`src/rtl/sd_spi_pkg.sv`:
```
// Shared constants and state encoding for the SD SPI-mode command path.
// Frame layout is {start bits, index, argument, crc7, stop bit}.
package sd_spi_pkg;

    localparam logic [6:0]  CRC7_POLY  = 7'h09;
    localparam logic [1:0]  CMD_START  = 2'b01;
    localparam logic        CMD_STOP   = 1'b1;
    localparam logic [7:0]  IDLE_BYTE  = 8'hFF;
    localparam int unsigned FRAME_BITS = 48;
    localparam int unsigned CRC_BITS   = 40;

    typedef enum logic [2:0] {
        IDLE,
        CRC,
        SEND,
        POLL,
        DONE
    } seq_state_e;

endpackage

```
`src/rtl/crc7_serial.sv`:
```
// Bit-serial CRC7 (x^7 + x^3 + 1), MSB-first, zero initial value.
// clr takes priority over en so a new frame can start on any cycle.
module crc7_serial
    import sd_spi_pkg::*;
(
    input  logic       clk,
    input  logic       reset,
    input  logic       clr,
    input  logic       en,
    input  logic       bit_in,
    output logic [6:0] crc
);

    logic fb;

    assign fb = bit_in ^ crc[6];

    always_ff @(posedge clk) begin
        if (reset) begin
            crc <= '0;
        end else if (clr) begin
            crc <= '0;
        end else if (en) begin
            crc <= {crc[5:0], 1'b0} ^ (fb ? CRC7_POLY : 7'h00);
        end
    end

endmodule

```
`src/rtl/sd_cmd_sequencer.sv`:
```
// Builds an SD SPI-mode command frame, streams it to the byte engine with at most one
// byte outstanding, then polls for the R1 response byte or gives up after RESP_TIMEOUT polls.
module sd_cmd_sequencer
    import sd_spi_pkg::*;
#(
    parameter int unsigned RESP_TIMEOUT = 8,
    parameter logic [7:0]  POLL_BYTE    = 8'hFF
) (
    input  logic        clk,
    input  logic        reset,
    input  logic        start,
    input  logic [5:0]  cmd_idx,
    input  logic [31:0] cmd_arg,
    output logic        busy,
    output logic        done,
    output logic [7:0]  resp,
    output logic        timeout,
    output logic [7:0]  tx_byte,
    output logic        tx_valid,
    input  logic        tx_ready,
    input  logic [7:0]  rx_byte,
    input  logic        rx_valid
);

    localparam logic [5:0] LAST_BIT  = 6'(CRC_BITS - 1);
    localparam logic [2:0] LAST_BYTE = 3'(FRAME_BITS / 8 - 1);
    localparam logic [7:0] LAST_POLL = 8'(RESP_TIMEOUT - 1);

    seq_state_e            state_q;
    logic [CRC_BITS-1:0]   shreg_q;
    logic [5:0]            bit_cnt_q;
    logic [FRAME_BITS-1:0] frame_q;
    logic                  frame_rdy_q;
    logic [2:0]            byte_cnt_q;
    logic [7:0]            poll_cnt_q;
    logic                  outstanding_q;

    logic       crc_clr;
    logic       crc_en;
    logic [6:0] crc_val;
    logic       can_offer;
    logic       hs;
    logic       rx_hit;

    assign crc_clr   = (state_q == IDLE) && start;
    assign crc_en    = (state_q == CRC);
    assign can_offer = !tx_valid && !outstanding_q;
    assign hs        = tx_valid && tx_ready;
    // An rx pulse only counts when it answers a byte we actually handed off.
    assign rx_hit    = outstanding_q && rx_valid;

    crc7_serial u_crc7 (
        .clk    (clk),
        .reset  (reset),
        .clr    (crc_clr),
        .en     (crc_en),
        .bit_in (shreg_q[CRC_BITS-1]),
        .crc    (crc_val)
    );

    always_ff @(posedge clk) begin
        if (reset) begin
            state_q       <= IDLE;
            busy          <= 1'b0;
            done          <= 1'b0;
            resp          <= IDLE_BYTE;
            timeout       <= 1'b0;
            tx_valid      <= 1'b0;
            tx_byte       <= IDLE_BYTE;
            shreg_q       <= '0;
            bit_cnt_q     <= '0;
            frame_q       <= '0;
            frame_rdy_q   <= 1'b0;
            byte_cnt_q    <= '0;
            poll_cnt_q    <= '0;
            outstanding_q <= 1'b0;
        end else begin
            unique case (state_q)
                IDLE: begin
                    if (start) begin
                        shreg_q   <= {CMD_START, cmd_idx, cmd_arg};
                        bit_cnt_q <= '0;
                        busy      <= 1'b1;
                        resp      <= IDLE_BYTE;
                        timeout   <= 1'b0;
                        state_q   <= CRC;
                    end
                end

                CRC: begin
                    // Rotate rather than shift so the header is intact after the last bit.
                    shreg_q <= {shreg_q[CRC_BITS-2:0], shreg_q[CRC_BITS-1]};
                    if (bit_cnt_q == LAST_BIT) begin
                        frame_rdy_q <= 1'b0;
                        byte_cnt_q  <= '0;
                        state_q     <= SEND;
                    end else begin
                        bit_cnt_q <= bit_cnt_q + 6'd1;
                    end
                end

                SEND: begin
                    if (!frame_rdy_q) begin
                        frame_q     <= {shreg_q, crc_val, CMD_STOP};
                        frame_rdy_q <= 1'b1;
                    end else if (can_offer) begin
                        tx_byte  <= frame_q[FRAME_BITS-1 -: 8];
                        tx_valid <= 1'b1;
                        frame_q  <= {frame_q[FRAME_BITS-9:0], IDLE_BYTE};
                    end
                    if (hs) begin
                        tx_valid      <= 1'b0;
                        outstanding_q <= 1'b1;
                    end
                    if (rx_hit) begin
                        outstanding_q <= 1'b0;
                        if (byte_cnt_q == LAST_BYTE) begin
                            poll_cnt_q <= '0;
                            state_q    <= POLL;
                        end else begin
                            byte_cnt_q <= byte_cnt_q + 3'd1;
                        end
                    end
                end

                POLL: begin
                    if (can_offer) begin
                        tx_byte  <= POLL_BYTE;
                        tx_valid <= 1'b1;
                    end
                    if (hs) begin
                        tx_valid      <= 1'b0;
                        outstanding_q <= 1'b1;
                    end
                    if (rx_hit) begin
                        outstanding_q <= 1'b0;
                        if (!rx_byte[7]) begin
                            resp    <= rx_byte;
                            timeout <= 1'b0;
                            done    <= 1'b1;
                            state_q <= DONE;
                        end else if (poll_cnt_q == LAST_POLL) begin
                            resp    <= IDLE_BYTE;
                            timeout <= 1'b1;
                            done    <= 1'b1;
                            state_q <= DONE;
                        end else begin
                            poll_cnt_q <= poll_cnt_q + 8'd1;
                        end
                    end
                end

                DONE: begin
                    done    <= 1'b0;
                    busy    <= 1'b0;
                    state_q <= IDLE;
                end

                default: begin
                    state_q <= IDLE;
                end
            endcase
        end
    end

endmodule

```
`config.mk`:
```
export PLATFORM = sky130hd
export DESIGN_NAME = sd_cmd_sequencer
export DESIGN_NICKNAME = d
export VERILOG_FILES = /design/src/rtl/sd_spi_pkg.sv /design/src/rtl/crc7_serial.sv /design/src/rtl/sd_cmd_sequencer.sv
export SDC_FILE = /design/constraint.sdc
export NUM_CORES = 1
export LEC_CHECK = 0
export BUFFER_PORTS_ARGS = -buffer_cell sky130_fd_sc_hd__buf_2
export CAP_MARGIN = 15
export CORE_ASPECT_RATIO = 0.9
export CORE_MARGIN = 2
export CORE_UTILIZATION = 35
export CTS_BUF_LIST = sky130_fd_sc_hd__clkbuf_2
export CTS_CLUSTER_DIAMETER = 40
export DETAILED_ROUTE_END_ITERATION = 6
export PLACE_DENSITY = 0.52
export SLEW_MARGIN = 20
export SYNTH_ARGS = -nofsm -noshare
export SYNTH_HDL_FRONTEND = slang
export SYNTH_SLANG_ARGS = --single-unit
```
`constraint.sdc`:
```
create_clock -name clk -period 3.2 [get_ports clk]
set_input_delay 0.64 -clock clk [delete_from_list [all_inputs] [get_ports clk]]
set_output_delay 0.64 -clock clk [all_outputs]
set_load 0.02 [all_outputs]
```
==> results.txt, run 1 <==
Clock Sinks -> 137
Buf/Inv on CP -> 0
ys async rst share -> 0
largest net degree at the start of global routing -> 87
DP Wirelength -> 9190 µm
clk_lat worst skew -> 0.69 ns
Setup Viol. Count Final -> 0
drt wl/cell -> 14.5 µm
Starting Density -> 0.359
IO Count -> 71
Antenna Nets Post-Route -> 0
# H-tree levels -> 4
Routed WL -> 13800 µm
number of synthesized flops with an enable pin -> 0
cts repair resizes -> 0
clk_skew -> 0.0324 ns
Max Buffers Root-to-Sink -> 2
synth unique cells -> 56
Fin Hold WS -> 0.188 ns
synthesized instance count -> 695
# Max-Cap Violations -> 0
minimum setup slack after placement -> 0.957 ns
leak pwr -> 2.49 nW
Hold Path Class -> input pin to flop
Synth Net Count -> 750
CTS tree -> done
Starting DRT DRC Count -> 298
Seq cells post-synth -> 137
Core Box Area -> 0.0169 mm²
CP top delay family -> compound AO/OA/AOI/OAI gates
DRT Pass-1 Iters -> 4
CP startpoint -> state_q[0]$_SDFFE_PP0P_
vias in the first global route -> 4696
Critical Path, Cell by Cell -> and3b_1, o211ai_4, o21ai_0, a311oi_1
die height -> 129 µm
most common flop cell mapped by yosys -> dfxtp_1
Max VDD drop -> 221 µV
Hold Startpoint -> cmd_arg[10]
routability cong. -> 0.813
CTS buffer count -> 17
final setup margin -> 0.872 ns
status -> finished, final reports clean
Seq/Total Area, Yosys -> 0.453
mapped cell area -> 0.00606 mm²
critical path's slowest cell -> dfxtp_1
drc violations -> 0
Power per Cell Area -> 502 mW/mm²
average cell area after synthesis -> 8.72 µm²
RSZ-0062 raised after global routing -> no
PortBufs -> 70
final worst-path cycle share -> 0.728
routed vias -> 4914
headroom to the max-slew limit -> 0.452
Setup crit start kind -> flop
NumNets Final -> 787
area grow syn2layout -> 12.7%
number of vias per cell -> 5.13
clock-pin transition on the worst setup and hold timing paths -> 0.22 ns
Crit. End Element -> flop
Final Max Tran Viols -> 0
most common cell after layout, fill and taps aside -> dfxtp_1
final critical-path required period -> 2.33 ns
initial antenna violation count -> 1
die width -> 143 µm
FP Rows -> 45
grt total ovfl -> 0
Die Footprint -> 0.0184 mm²
Fin Setup TNS -> 0 ns
Hold-fix buffers, CTS -> 0
final hold violation count -> 0
kind of critical path -> flop to flop
CP arrival -> 2.87 ns
postcts setup bufs -> 0
CP max FO -> 15
Synthesis Warnings -> 0
global-route wire length before repair -> 23200 µm
clock root buffer -> clkbuf_2
Worst Max-Slew Pin Slew -> 0.822 ns
layout cells sized above 1 -> 0.169
Worst path max stage delay -> 0.67 ns
All-Layer GR Usage -> 0.158
worst r2r src -> state_q[0]$_SDFFE_PP0P_
Max Clk Rate -> 430 MHz
WP data required -> 3.74 ns
most frequent cells in the layout -> dfxtp_1 (136), nor2_1 (112), nand2_1 (100), buf_2 (69), mux2i_1 (56)
-- worst paths after layout --
check	end	slack [ns]	cells past startpoint
worst max-delay path	poll_cnt_q[7]$_SDFFE_PP0P_	0.87	4
worst min-delay path	shreg_q[10]$_SDFFE_PP0P_	0.19	3
worst max register to register	poll_cnt_q[7]$_SDFFE_PP0P_	0.87	4
worst min register to register	u_crc7.crc[4]$_SDFFE_PP0P_	0.49	2
-- kinds of logic (layout without fill, tap and decap cells) --
| family | after synthesis | in the layout | synth area share |
|---|---|---|---|
| AOI/OAI and AO/OA | 145 | 145 | 0.181 |
| xor gates and xnor gates | 4 | 4 | 0.00578 |
| adders and majority gates | 4 | 4 | 0.00826 |
| buffers and inverters | 67 | 117 | 0.0469 |
| DFF | 137 | 137 | 0.453 |
| muxes | 59 | 59 | 0.0987 |
| other | 0 | 1 | 0 |
| and+or+nand+nor | 279 | 279 | 0.207 |
-- Yosys cell counts, types with 3 or more instances --
cell type  count  share of area
buf_2         11         0.0091
clkbuf_1      41          0.025
nor3_1         9         0.0074
a211oi_1      44          0.055
buf_1          5         0.0031
a31oi_1        8         0.0083
or3_1          3         0.0031
and3_1         7         0.0072
nand3_1        6         0.0050
nand2b_1      19          0.020
nand2_1      100          0.062
xor2_1         4         0.0058
ha_1           4         0.0083
o21ai_0        9         0.0074
a311oi_1      40          0.058
o22ai_1        7         0.0072
inv_1          6         0.0037
mux2i_1       56          0.092
a21oi_1       16          0.013
dfxtp_1      137           0.45
nor2_1       112          0.069
buf_4          3         0.0037
o211ai_1       8         0.0099
-- worst register-to-register path: stages, from the launching register on --
cell	delay (ns)
dfxtp_1	0.67
and3b_1	0.52
o211ai_4	0.21
o21ai_0	0.61
a311oi_1	0.18
-- layout make-up --
class | count | area [µm²]
antenna | 1 | 2.50
clock buffer | 17 | 85.1
tap | 211 | 264
inverter | 6 | 22.5
timing repair buffer | 79 | 445
multi-input combinational | 491 | 3040
clock inverter | 15 | 225
sequential | 137 | 2740
fill | 1715 | 10100
-- state kept, by name (all words and copies together), names as in the netlist --
register       flops
tx_valid           1
state_q            3
shreg_q           40
frame_q           48
byte_cnt_q         3
resp               8
u_crc7.crc         7
tx_byte            8
done               1
poll_cnt_q         8
bit_cnt_q          6
frame_rdy_q        1
outstanding_q      1
busy               1
timeout            1
-- power breakdown --
group          internal [mW]  switching [mW]
Combinational          0.135           0.207
Sequential              1.78          0.0609
Clock                  0.593           0.657
-- layer usage --
layer | track usage | vias to the layer above | wire length [µm]
met4 | 0.0489 | 0 | 139
met2 | 0.242 | 85 | 5940
met1 | 0.222 | 2264 | 7120
met3 | 0.0357 | 9 | 637
li1 | - | 2556 | -
met5 | 0 | - | 0
-- metrics by stage --
stage,utilization,power [mW],instance area (µm²),std cells
final,0.405,3.43,6830,957
after floorplan,-,2.10,6060,695
after CTS,0.404,3.49,6830,956
after detailed placement,0.386,2.22,6520,924
after global routing,0.405,3.62,6830,957
after global placement,0.386,2.21,6520,924
Note: power is estimated with default switching activity, not from simulation.
==> inputs of run 2 (changes only) <==
- clock period: 3.2 -> 2.25 ns (I/O delays scaled with it)
==> run 2 against run 1 <==
Against the previous run: count of clock-buffer cells in the layout grew 3; maximum frequency rose by 16%; hold slack worse by 0.096 ns; register-to-register slack got worse by 0.64 ns; routed wire length rose by 5.0%; clock skew decreased by 0.0065 ns; first-iteration DRC count increased by 32%; sequential cell count is the same; setup slack lost 0.64 ns; largest power group unchanged; highest routed layer unchanged.
==> results.txt, run 2 (synthesis gave the netlist of run 1 again) <==
status -> finished, final reports clean
fin cells -> 1020 (+6.6%)
grt total ovfl -> 0 (unchanged)
IO Count -> 71 (unchanged)
final hold violation count -> 0 (unchanged)
number of vias per cell -> 5.15 (+0.33%)
final critical-path required period -> 2.01 ns (-0.315 ns)
CP max FO -> 9 (-6)
Gate power share -> 0.129 (+0.029)
Setup crit start kind -> flop
clock root buffer -> clkbuf_2
Starting DRT DRC Count -> 393 (+32%)
internal power -> 3.29 mW (+31%)
headroom to the max-slew limit -> 0.531 (+0.0786)
design area -> 0.00735 mm² (+7.5%)
drt wl/cell -> 14.3 µm (-1.5%)
largest net degree at the start of global routing -> 86 (-1.1%)
Clock power frac -> 0.297 (-0.067)
Fin Hold WS -> 0.0925 ns (-0.0956 ns)
Post-Place Cell Area -> 0.00666 mm² (+2.1%)
initial antenna violation count -> 1 (unchanged)
clk_lat worst skew -> 0.68 ns (about the same)
drc violations -> 0 (unchanged)
kind of critical path -> flop to flop
All-Layer GR Usage -> 0.165 (+0.00677)
switching power -> 1.25 mW (+36%)
most common cell after layout, fill and taps aside -> dfxtp_1
Die Footprint -> 0.0184 mm² (unchanged)
Max Clk Rate -> 497 MHz (+16%)
# Max-Cap Violations -> 0 (unchanged)
max reg flops -> 48 (unchanged)
WP data required -> 2.87 ns (-0.87 ns)
routability cong. -> 0.806 (-0.84%)
die width -> 143 µm (unchanged)
Routed WL -> 14500 µm (+5.0%)
Crit. End Element -> flop
area of the multi-input gates -> 0.00304 mm² (unchanged)
Max Buffers Root-to-Sink -> 2 (unchanged)
switching share of power -> 0.276 (+0.00638)
most frequent cells in the layout -> dfxtp_1 (136), nor2_1 (112), nand2_1 (100), buf_2 (69), mux2i_1 (56)
area grow syn2layout -> 21.2%
Max VDD drop -> 291 µV (+31%)
vias in the first global route -> 4969 (+5.8%)
final worst-path cycle share -> 0.895 (+0.167)
DRT Pass-1 Iters -> 6 (+2)
clk_skew -> 0.0260 ns (-0.00647 ns)
Reg area -> 0.00274 mm² (unchanged)
layout cells sized above 1 -> 0.167 (-0.00205)
NumNets Final -> 850 (+8.0%)
CTS tree -> done
Fin Setup TNS -> 0 ns (unchanged)
Biggest register -> frame_q
FP Rows -> 45 (unchanged)
Clock Sinks -> 137 (unchanged)
Worst Max-Slew Pin Slew -> 0.704 ns (-0.118 ns)
Setup Viol. Count Final -> 0 (unchanged)
die height -> 129 µm (unchanged)
power share of the sequential group -> 0.575 (+0.039)
CTS buffer count -> 17 (unchanged)
cts repair resizes -> 0 (unchanged)
CP arrival -> 2.63 ns (-0.24 ns)
Power per Cell Area -> 618 mW/mm² (+23%)
PortBufs -> 70 (unchanged)
clock-pin transition on the worst setup and hold timing paths -> 0.19 ns (-0.03 ns)
# H-tree levels -> 4 (unchanged)
fill count -> 1673 (-2.4%)
Starting Density -> 0.359 (unchanged)
routed vias -> 5255 (+6.9%)
postcts setup bufs -> 0 (unchanged)
global-route wire length before repair -> 24400 µm (+4.9%)
Final Max Tran Viols -> 0 (unchanged)
DP Wirelength -> 9620 µm (+4.6%)
Hold Path Class -> input pin to flop
biggest regs -> frame_q (48), shreg_q (40)
Hold-fix buffers, CTS -> 46 (+46)
Core Box Area -> 0.0169 mm² (unchanged)
Inst Count DP -> 939 (+1.6%)
RSZ-0062 raised after global routing -> no
Antenna Nets Post-Route -> 0 (unchanged)
leak pwr -> 2.73 nW (+9.9%)
-- run 2: routing by layer --
layer | GRT usage | wire length (µm) | vias to the layer above
li1 | - | - | 2697
met1 | 0.224 | 7480 | 2431
met2 | 0.256 | 6320 | 111
met3 | 0.0458 | 545 | 16
met4 | 0.0489 | 195 | 0
met5 | 0 | 0 | -
-- run 2: power by group through the flow --
stage                     clock [mW]  combinational (mW)  sequential [mW]
after detailed placement           0               0.521             2.66
after CTS                       1.43               0.585             2.61
after floorplan                    0               0.362             2.63
final                           1.35               0.583             2.61
after global routing            1.52               0.660             2.62
after global placement             0               0.513             2.65
-- run 2: area by class of cell --
| class | count | share of cell area |
|---|---|---|
| inverter | 6 | 0.00306 |
| sequential | 137 | 0.373 |
| timing repair buffer | 142 | 0.145 |
| clock buffer | 20 | 0.0136 |
| tap | 211 | 0.0359 |
| multi-input combinational | 491 | 0.414 |
| antenna | 1 | 0.000341 |
| clock inverter | 12 | 0.0146 |
-- run 2: critical path, cell delays in order, from the launching register on --
cell and delay (ns):
dfxtp_1 0.41, ha_1 0.23, nand4bb_1 0.25, o211ai_4 0.35, o2111ai_1 0.30, buf_4 0.26, mux2i_1 0.16
-- run 2: metrics by stage --
step | setup slack [ns] | power, mW | util
after floorplan | 0.499 | 2.99 | -
after global placement | 0.301 | 3.17 | 0.394
after detailed placement | 0.263 | 3.18 | 0.394
after CTS | 0.218 | 4.62 | 0.434
after global routing | 0.0789 | 4.80 | 0.435
final | 0.237 | 4.54 | 0.435
-- run 2: path summary, 6_finish.rpt --
kind                                   start                         end  slack [ns]  cells after the start
hold reg to reg   u_crc7.crc[3]$_SDFFE_PP0P_  u_crc7.crc[4]$_SDFFE_PP0P_        0.48                      2
setup reg to reg  poll_cnt_q[0]$_SDFFE_PP0P_        resp[5]$_SDFFE_PP1P_        0.24                      6
setup / recovery  poll_cnt_q[0]$_SDFFE_PP0P_        resp[5]$_SDFFE_PP1P_        0.24                      6
hold / removal                         start           busy$_SDFFE_PP0P_        0.09                      3
